<file path="src/rtl/cmd_sequencer_if.sv">
// Command/response bundle between the sequencer, its command source and RemoteComm.
// The slave modport is the sequencer's view; master is whoever drives the commands and responses.
interface cmd_sequencer_if;
  logic        push;
  logic [15:0] push_cmd;
  logic        full;
  logic        empty;
  logic        start;
  logic        clr_err;
  logic [15:0] cmd;
  logic        send_cmd;
  logic        cmd_sent;
  logic        resp_rdy;
  logic [7:0]  resp;
  logic        busy;
  logic [7:0]  done_cnt;
  logic        err;
  logic [1:0]  err_code;

  // Handshake: send_cmd is a one-cycle request with cmd stable; cmd_sent completes transmission,
  // resp_rdy is a one-cycle strobe qualifying resp; each is honoured only in its own wait state.
  modport master (
    output push, push_cmd, start, clr_err, cmd_sent, resp_rdy, resp,
    input  full, empty, cmd, send_cmd, busy, done_cnt, err, err_code
  );

  modport slave (
    input  push, push_cmd, start, clr_err, cmd_sent, resp_rdy, resp,
    output full, empty, cmd, send_cmd, busy, done_cnt, err, err_code
  );
endinterface

</file>
<file path="src/rtl/cmd_sequencer.sv">
// Buffers Knight commands in a FIFO and issues them one at a time to RemoteComm,
// waiting for a positive ack per command; a bad response or timeout halts with a sticky error.
module cmd_sequencer #(
  parameter int         DEPTH    = 8,
  parameter int         ACK_TMO  = 5_000_000,
  parameter int         SENT_TMO = 100_000,
  parameter logic [7:0] ACK_VAL  = 8'hA5
) (
  input  logic             clk,
  input  logic             rst,
  cmd_sequencer_if.slave   io_bus,
  output logic [2:0]       o_state
);

  localparam int AW = $clog2(DEPTH);

  localparam logic [2:0] S_IDLE      = 3'd0;
  localparam logic [2:0] S_LOAD      = 3'd1;
  localparam logic [2:0] S_SEND      = 3'd2;
  localparam logic [2:0] S_WAIT_SENT = 3'd3;
  localparam logic [2:0] S_WAIT_RESP = 3'd4;
  localparam logic [2:0] S_ERROR     = 3'd5;

  logic [15:0]   r_mem [DEPTH];
  logic [AW-1:0] r_wr_ptr;
  logic [AW-1:0] r_rd_ptr;
  logic [AW:0]   r_count;

  logic [2:0]    r_state;
  logic [15:0]   r_cmd;
  logic [7:0]    r_done_cnt;
  logic          r_err;
  logic [1:0]    r_err_code;
  logic [31:0]   r_timer;

  logic          w_full;
  logic          w_empty;
  logic          w_pop;
  logic          w_push_ok;
  logic [2:0]    w_next;
  logic          w_ack;
  logic [1:0]    w_code;

  assign w_full    = (r_count == (AW+1)'(DEPTH));
  assign w_empty   = (r_count == '0);
  assign w_pop     = (r_state == S_LOAD);
  // A pop in the same cycle frees a slot, so a push on full is still taken then.
  assign w_push_ok = io_bus.push && (!w_full || w_pop);

  always_ff @(posedge clk) begin
    if (w_push_ok) r_mem[r_wr_ptr] <= io_bus.push_cmd;
  end

  always_ff @(posedge clk or posedge rst) begin
    if (rst) begin
      r_wr_ptr <= '0;
      r_rd_ptr <= '0;
      r_count  <= '0;
    end else begin
      if (w_push_ok) r_wr_ptr <= r_wr_ptr + 1'b1;
      if (w_pop)     r_rd_ptr <= r_rd_ptr + 1'b1;
      case ({w_push_ok, w_pop})
        2'b10:   r_count <= r_count + 1'b1;
        2'b01:   r_count <= r_count - 1'b1;
        default: r_count <= r_count;
      endcase
    end
  end

  always_comb begin
    w_next = r_state;
    w_ack  = 1'b0;
    w_code = 2'b00;
    case (r_state)
      S_IDLE:      if (io_bus.start && !w_empty) w_next = S_LOAD;
      S_LOAD:      w_next = S_SEND;
      S_SEND:      w_next = S_WAIT_SENT;
      S_WAIT_SENT: begin
        if (io_bus.cmd_sent) begin
          w_next = S_WAIT_RESP;
        end else if (r_timer == 32'(SENT_TMO - 1)) begin
          w_next = S_ERROR;
          w_code = 2'b11;
        end
      end
      S_WAIT_RESP: begin
        // A response arriving on the timeout cycle still counts.
        if (io_bus.resp_rdy) begin
          if (io_bus.resp == ACK_VAL) begin
            w_ack  = 1'b1;
            w_next = w_empty ? S_IDLE : S_LOAD;
          end else begin
            w_next = S_ERROR;
            w_code = 2'b01;
          end
        end else if (r_timer == 32'(ACK_TMO - 1)) begin
          w_next = S_ERROR;
          w_code = 2'b10;
        end
      end
      S_ERROR:     if (io_bus.clr_err) w_next = S_IDLE;
      default:     w_next = S_IDLE;
    endcase
  end

  always_ff @(posedge clk or posedge rst) begin
    if (rst) begin
      r_state    <= S_IDLE;
      r_cmd      <= 16'h0000;
      r_done_cnt <= 8'd0;
      r_err      <= 1'b0;
      r_err_code <= 2'b00;
      r_timer    <= 32'd0;
    end else begin
      r_state <= w_next;

      if (r_state == S_LOAD) r_cmd <= r_mem[r_rd_ptr];
      if (w_ack)             r_done_cnt <= r_done_cnt + 8'd1;

      if (w_next == S_ERROR && r_state != S_ERROR) begin
        r_err      <= 1'b1;
        r_err_code <= w_code;
      end else if (r_state == S_ERROR && io_bus.clr_err) begin
        r_err      <= 1'b0;
        r_err_code <= 2'b00;
      end

      if (r_state == S_SEND || (r_state == S_WAIT_SENT && io_bus.cmd_sent)) begin
        r_timer <= 32'd0;
      end else if ((r_state == S_WAIT_SENT || r_state == S_WAIT_RESP) && r_timer != '1) begin
        r_timer <= r_timer + 32'd1;
      end
    end
  end

  assign io_bus.full     = w_full;
  assign io_bus.empty    = w_empty;
  assign io_bus.cmd      = r_cmd;
  assign io_bus.send_cmd = (r_state == S_SEND);
  assign io_bus.busy     = (r_state != S_IDLE) && (r_state != S_ERROR);
  assign io_bus.done_cnt = r_done_cnt;
  assign io_bus.err      = r_err;
  assign io_bus.err_code = r_err_code;
  assign o_state         = r_state;

endmodule

</file>
<file path="src/flat_wrapper.sv">
// flat-port wrapper written by rule: the top's interface ports become plain ports
module cmd_sequencer_flat 
#(
  parameter int         DEPTH    = 8,
  parameter int         ACK_TMO  = 5_000_000,
  parameter int         SENT_TMO = 100_000,
  parameter logic [7:0] ACK_VAL  = 8'hA5
)
  (clk, rst, o_state, io_bus_push, io_bus_push_cmd, io_bus_start, io_bus_clr_err, io_bus_cmd_sent, io_bus_resp_rdy, io_bus_resp, io_bus_full, io_bus_empty, io_bus_cmd, io_bus_send_cmd, io_bus_busy, io_bus_done_cnt, io_bus_err, io_bus_err_code);
  cmd_sequencer_if io_bus_i ();
  input  logic clk;
  input  logic rst;
  output logic [2:0] o_state;
  input wire logic [$bits(io_bus_i.push)-1:0] io_bus_push;
  input wire logic [$bits(io_bus_i.push_cmd)-1:0] io_bus_push_cmd;
  input wire logic [$bits(io_bus_i.start)-1:0] io_bus_start;
  input wire logic [$bits(io_bus_i.clr_err)-1:0] io_bus_clr_err;
  input wire logic [$bits(io_bus_i.cmd_sent)-1:0] io_bus_cmd_sent;
  input wire logic [$bits(io_bus_i.resp_rdy)-1:0] io_bus_resp_rdy;
  input wire logic [$bits(io_bus_i.resp)-1:0] io_bus_resp;
  output wire logic [$bits(io_bus_i.full)-1:0] io_bus_full;
  output wire logic [$bits(io_bus_i.empty)-1:0] io_bus_empty;
  output wire logic [$bits(io_bus_i.cmd)-1:0] io_bus_cmd;
  output wire logic [$bits(io_bus_i.send_cmd)-1:0] io_bus_send_cmd;
  output wire logic [$bits(io_bus_i.busy)-1:0] io_bus_busy;
  output wire logic [$bits(io_bus_i.done_cnt)-1:0] io_bus_done_cnt;
  output wire logic [$bits(io_bus_i.err)-1:0] io_bus_err;
  output wire logic [$bits(io_bus_i.err_code)-1:0] io_bus_err_code;
  assign io_bus_i.push = io_bus_push;
  assign io_bus_i.push_cmd = io_bus_push_cmd;
  assign io_bus_i.start = io_bus_start;
  assign io_bus_i.clr_err = io_bus_clr_err;
  assign io_bus_i.cmd_sent = io_bus_cmd_sent;
  assign io_bus_i.resp_rdy = io_bus_resp_rdy;
  assign io_bus_i.resp = io_bus_resp;
  assign io_bus_full = io_bus_i.full;
  assign io_bus_empty = io_bus_i.empty;
  assign io_bus_cmd = io_bus_i.cmd;
  assign io_bus_send_cmd = io_bus_i.send_cmd;
  assign io_bus_busy = io_bus_i.busy;
  assign io_bus_done_cnt = io_bus_i.done_cnt;
  assign io_bus_err = io_bus_i.err;
  assign io_bus_err_code = io_bus_i.err_code;
  cmd_sequencer #(.DEPTH(DEPTH), .ACK_TMO(ACK_TMO), .SENT_TMO(SENT_TMO), .ACK_VAL(ACK_VAL)) u_core (.clk(clk), .rst(rst), .io_bus(io_bus_i), .o_state(o_state));
endmodule
</file>
<file path="config.mk">
export PLATFORM = sky130hd
export DESIGN_NAME = cmd_sequencer_flat
export DESIGN_NICKNAME = d
export VERILOG_FILES = /design/src/rtl/cmd_sequencer_if.sv /design/src/rtl/cmd_sequencer.sv /design/src/flat_wrapper.sv
export SDC_FILE = /design/constraint.sdc
export NUM_CORES = 1
export LEC_CHECK = 0
export CORE_UTILIZATION = 35
export CTS_CLUSTER_SIZE = 16
export DETAILED_ROUTE_END_ITERATION = 8
export SLEW_MARGIN = 25
export SYNTH_ARGS = -nofsm -noshare
export SYNTH_HDL_FRONTEND = slang
export SYNTH_SLANG_ARGS = --single-unit
</file>
<file path="constraint.sdc">
create_clock -name clk -period 3.9 [get_ports clk]
set_input_delay 0.39 -clock clk [delete_from_list [all_inputs] [get_ports clk]]
set_output_delay 0.39 -clock clk [all_outputs]
set_load 0.01 [all_outputs]
</file>
==> impl_metrics.json, run 1 <==
{
  "yosys_warnings": 0,
  "num-nets-final": 682,
  "critPathSlowestCell": "dfrtp_1",
  "slew_headroom_pct": 39.2,
  "fin_crit_ns": 2.96,
  "critPathCaptureType": "register",
  "finClkSkew_ns": 0.0132,
  "layout_common_cells": "edfxtp_1 (128), dfrtp_1 (69), clkdlybuf4s50_1 (64)",
  "drtPass1Iterations": 4,
  "die_h_um": 158,
  "grt.total_usage_pct": 14.7,
  "io_buffers": 64,
  "max-vdd-ir-drop_mv": 0.350,
  "cts-root-buf": "clkbuf_16",
  "ys_seq_elements": 200,
  "via_per_inst": 5.10,
  "worstSetupPathType": "register to register",
  "grt_overflow": 0,
  "drtIter0Drc": 343,
  "fmax_ghz": 0.338,
  "worst-path-buf-inv": 1,
  "dieArea_um2": 24900,
  "final_common_cell": "edfxtp_1",
  "start_util_pct": 36.0,
  "syn_nets": 609,
  "io_pins": 65,
  "antenna_found_initial": 0,
  "startpoint": "u_core.o_state[0]",
  "grt_pass1_vias": 4975,
  "cts.clk_slew.worst_paths_ns": 0.07,
  "cp_data_required_time_ns": 4.03,
  "cts-buffers-inserted": 17,
  "core_um2": 23600,
  "antenna_cells": 0,
  "area_delta_synth_final_pct": 19.2,
  "clock_latency_ns": 0.43,
  "synth-seq-area-share_pct": 66.5,
  "ctsLongestPathBuffers": 2,
  "reg2regPathDepth": 6,
  "vias": 4982,
  "slew_violations": 0,
  "p_leak_nw": 3.72,
  "synth_flop_cell": "edfxtp_1",
  "finalHoldViolCount": 0,
  "fp.dieW_um": 158,
  "crit_path_max_incr_delay_ns": 0.58,
  "start_kind": "register",
  "cts_tree": "built",
  "cp_max_fo": 11,
  "ys_types": 53,
  "drc": 0,
  "ant_nets": 0,
  "drive_gt1_share_pct": 14.6,
  "rsz0062_at_grt": "no",
  "wl_per_cell_um": 17.7,
  "power_density_nw_per_um2": 630,
  "row_count": 56,
  "r2r_start": "u_core.o_state[0]",
  "syn_avg_cell_area_um2": 14.9,
  "finalWorstSetupSlack_ns": 0.944,
  "synth_edf_count": 128,
  "post_cts_buffers": 0,
  "crit_path_frequent_cell": "nor2b_1",
  "synth_area_um2": 8490,
  "routed_wl_um": 17300,
  "grt_pass1_wl_um": 27300,
  "cap_violations": 0,
  "place.gp.congestion": 0.821,
  "num-fill-cells": 2135,
  "period_share_pct": 75.8,
  "cp.depth": 6,
  "setup_viol_count_final": 0,
  "grt_max_degree": 47,
  "cts_resized": 0,
  "tns_ns": 0,
  "async_reset_ff_share_pct": 36.0,
  "netlist_instances": 571,
  "hold_path_class": "primary input to async pin",
  "clock-sinks": 200,
  "cp_top_family": "simple AND/OR/NAND/NOR gates",
  "hold_buffers": 0,
  "path_cells": "nor2b_1, nor2b_1, o21a_1, nand2b_1, nor3_2, buf_4",
  "pre_cts_ws_ns": 0.976,
  "htreeDepth": 4,
  "status": "completed",
  "arrival_ns": 3.09,
  "worst_pin_slew_ns": 0.913,
  "place_hpwl_um": 11300
}
[cell type report]
type,instances,area [µm²],share of cell area [%]
tap,319,399,3.94
timing repair buffer,80,761,7.51
sequential,200,5650,55.8
clock buffer,18,429,4.24
clock inverter,14,140,1.38
inverter,7,27.5,0.272
multi-input combinational,338,2720,26.9
[worst paths after layout]
kind | to | slack (ns)
worst max-delay path | u_core.r_mem[0][9] | 0.94
worst min-delay path | u_core.r_timer[19] | 0.42
worst max register to register | u_core.r_mem[0][9] | 0.94
worst min register to register | u_core.io_bus.done_cnt[7] | 0.47
max in group asynchronous | u_core.io_bus.cmd[8] | 2.74
min in group clk | u_core.io_bus.done_cnt[7] | 0.47
[synthesized netlist by cell type, types with 6 or more instances]
library cell | n | share of area [%]
nand4_1 | 12 | 0.88
mux2i_1 | 19 | 2.2
and3_1 | 9 | 0.66
nor3_1 | 8 | 0.47
xor2_1 | 21 | 2.2
and4_1 | 7 | 0.72
a21oi_1 | 8 | 0.47
o21ai_0 | 24 | 1.4
nand3_1 | 19 | 1.1
xnor2_1 | 20 | 2.1
ha_1 | 6 | 0.88
inv_1 | 7 | 0.31
edfxtp_1 | 128 | 45
mux4_2 | 32 | 8.5
nand2_1 | 47 | 2.1
nor2_1 | 46 | 2.0
clkbuf_1 | 20 | 0.88
nor4bb_1 | 6 | 0.71
dfrtp_1 | 72 | 21
nand2b_1 | 6 | 0.44
[cells by family (layout without fill, tap and decap cells)]
| family | after synthesis | count (layout) | synth area share [%] |
|---|---|---|---|
| fa+ha+maj | 7 | 7 | 1.12 |
| compound gates | 48 | 48 | 3.49 |
| flops | 200 | 200 | 66.5 |
| mux | 52 | 52 | 10.9 |
| buf+inv | 33 | 119 | 1.65 |
| xor+xnor | 41 | 41 | 4.23 |
| simple gates | 190 | 190 | 12.2 |
[power by group]
| group | total [W] | internal (W) | leakage [nW] | switching [W] |
|---|---|---|---|---|
| Clock | 0.00167 | 0.000844 | 0.272 | 0.000830 |
| Sequential | 0.00300 | 0.00262 | 2.11 | 0.000382 |
| Combinational | 0.00171 | 0.000902 | 1.34 | 0.000807 |
[flip-flops by register name, summed over array words and instances, names as in the netlist]
| signal | flops |
|---|---|
| u_core.io_bus.cmd | 16 |
| u_core.io_bus.done_cnt | 8 |
| u_core.io_bus.err | 1 |
| u_core.io_bus.err_code | 2 |
| u_core.o_state | 3 |
| u_core.r_count | 4 |
| u_core.r_mem | 128 |
| u_core.r_rd_ptr | 3 |
| u_core.r_timer | 32 |
| u_core.r_wr_ptr | 3 |
[stage by stage]
stage | power, W | util (%) | hold slack (ns) | std cells | area (µm²)
2_1_floorplan | 0.00408 | - | 0.464 | 571 | 8490
3_3_place_gp | 0.00472 | 40.5 | 0.465 | 944 | 9560
3_5_place_dp | 0.00479 | 40.5 | 0.463 | 944 | 9560
4_1_cts | 0.00647 | 42.9 | 0.477 | 976 | 10100
5_1_grt | 0.00672 | 42.9 | 0.496 | 976 | 10100
6_report | 0.00638 | 42.9 | 0.417 | 976 | 10100
[metal layers]
| layer | wire length [µm] | share of wire [%] | track usage (%) |
|---|---|---|---|
| met3 | 833 | 4.8 | 4.02 |
| met5 | 0 | 0 | 0 |
| met1 | 7950 | 46 | 19.6 |
| met2 | 8370 | 48 | 23.9 |
| met4 | 139 | 0.80 | 3.51 |
No activity file was read; power rests on OpenSTA's default activity.
==> inputs of run 2 (changes only) <==
clock period = 2.55 ns   (was 3.9 ns; I/O delays follow)
==> impl_metrics.json, run 2 (same netlist as run 1, synthesis figures left out) <==
{
  "status": "completed",
  "drc": 0,
  "core_um2": 23600,
  "cap_violations": 0,
  "hold_path_class": "primary input to async pin",
  "crit_path_max_incr_delay_ns": 0.59,
  "largest_reg_flops": 128,
  "antenna_cells": 0,
  "grt_max_degree": 52,
  "final_common_cell": "edfxtp_1",
  "power_density_nw_per_um2": 976,
  "period_share_pct": 93.5,
  "cp_data_required_time_ns": 2.30,
  "fp.dieW_um": 158,
  "arrival_ns": 2.13,
  "fin_crit_ns": 2.39,
  "via_per_inst": 5.03,
  "cp_top_family": "buffers and inverters",
  "grt.total_usage_pct": 15.0,
  "start_util_pct": 36.0,
  "drtIter0Drc": 399,
  "clock_latency_ns": 0.44,
  "cts_tree": "built",
  "finClkSkew_ns": 0.0179,
  "num-fill-cells": 2133,
  "design_area_um2": 10300,
  "drtPass1Iterations": 5,
  "seq_area_um2": 5650,
  "htreeDepth": 4,
  "post_cts_buffers": 0,
  "tns_ns": 0,
  "cts-buffers-inserted": 17,
  "p_total_w": 0.0101,
  "regMostFlops": "u_core.r_mem",
  "dp_cells": 960,
  "wl_per_cell_um": 17.6,
  "worst_pin_slew_ns": 0.721,
  "rsz0062_at_grt": "no",
  "slew_violations": 0,
  "worst-path-buf-inv": 2,
  "multi_input_area_um2": 2730,
  "place_hpwl_um": 11500,
  "fin_util_pct": 43.7,
  "vias": 4987,
  "drive_gt1_share_pct": 16.8,
  "final_cells": 992,
  "start_kind": "register",
  "critPathSlowestCell": "clkdlybuf4s50_1",
  "ant_nets": 0,
  "io_buffers": 64,
  "grt_pass1_vias": 5197,
  "dieArea_um2": 24900,
  "finalHoldViolCount": 0,
  "die_h_um": 158,
  "area_delta_synth_final_pct": 21.4,
  "place.gp.congestion": 0.830,
  "worstSetupPathType": "register to output pin",
  "antenna_found_initial": 0,
  "slew_headroom_pct": 51.9,
  "routed_wl_um": 17500,
  "cts-root-buf": "clkbuf_16",
  "path_cells": "buf_4, or2b_1, nor2_1, clkdlybuf4s50_1",
  "grt_pass1_wl_um": 28000,
  "ctsLongestPathBuffers": 2,
  "critPathCaptureType": "output pin",
  "cts.clk_slew.worst_paths_ns": 0.08,
  "p_leak_nw": 3.83,
  "setup_viol_count_final": 0,
  "io_pins": 65,
  "dpl_cell_area_um2": 9690,
  "clock-sinks": 200,
  "fmax_ghz": 0.419,
  "grt_overflow": 0,
  "cp_max_fo": 8,
  "layout_common_cells": "edfxtp_1 (128), dfrtp_1 (71), clkdlybuf4s50_1 (64)",
  "num-nets-final": 698,
  "max-vdd-ir-drop_mv": 0.888,
  "row_count": 56
}
run 2: changes by cell type in the layout (fill, tap and decap cells not counted), sizes merged:
cell	change
clkinv	-4
inv	+4
buf	+16
clkbuf	-1
clkinvlp	+1
run 2: where the power goes:
part           internal, W  total (W)  switching [W]
logic              0.00148    0.00299        0.00152
clock network      0.00135    0.00275        0.00140
registers          0.00400    0.00431       0.000311
run 2: layer usage:
layer	global-route usage (%)	share of wire, %
met5	0	0
met4	4.48	0.83
met3	3.09	4.8
met2	26.1	50
met1	18.7	44
run 2: final timing paths:
check / startpoint / to / slack [ns] / cells after the start
min in group clk: u_core.io_bus.done_cnt[7] / u_core.io_bus.done_cnt[7] / 0.48 / 1
max in group asynchronous: rst / u_core.r_rd_ptr[0] / 1.70 / 3
max: u_core.o_state[2] / io_bus_send_cmd / 0.16 / 4
max reg2reg: u_core.o_state[1] / u_core.r_timer[21] / 0.22 / 5
min: rst / u_core.io_bus.cmd[6] / 0.18 / 2
min reg2reg: u_core.io_bus.done_cnt[7] / u_core.io_bus.done_cnt[7] / 0.48 / 1
run 2: final cells by class:
type / instances / share of cell area [%]
flip-flops and latches: 200 / 54.8
well taps: 319 / 3.87
repair buffers: 96 / 8.67
multi-input cells: 338 / 26.4
inverters: 7 / 0.255
clock buffers: 17 / 4.13
clock inverters: 15 / 1.87
run 2: worst register-to-register path, delay by kind of cell (launching register included):
kind             cells  cell delay (ns)
AO/OA/AOI/OAI        2             0.36
AND/OR/NAND/NOR      3             1.42
flip-flops           1             0.48
run 2: repair_timing:
action                     4_1_cts  5_1_grt
resized for setup                0        1
setup endpoints to repair        0        1
hold buffers                     0        0
run 2: per-stage QoR:
| stage | hold WS, ns | setup slack [ns] |
|---|---|---|
| 4_1_cts | 0.181 | 0.164 |
| 2_1_floorplan | 0.354 | 0.00334 |
| 6_report | 0.180 | 0.165 |
| 5_1_grt | 0.212 | 0.0611 |
| 3_5_place_dp | 0.474 | 0.166 |
| 3_3_place_gp | 0.467 | 0.253 |
==> inputs of run 3 (changes only) <==
SLEW_MARGIN = 20   (was 25)
==> results of run 3 <==
No change in the layout: final DEF, timing and power equal those of run 2.
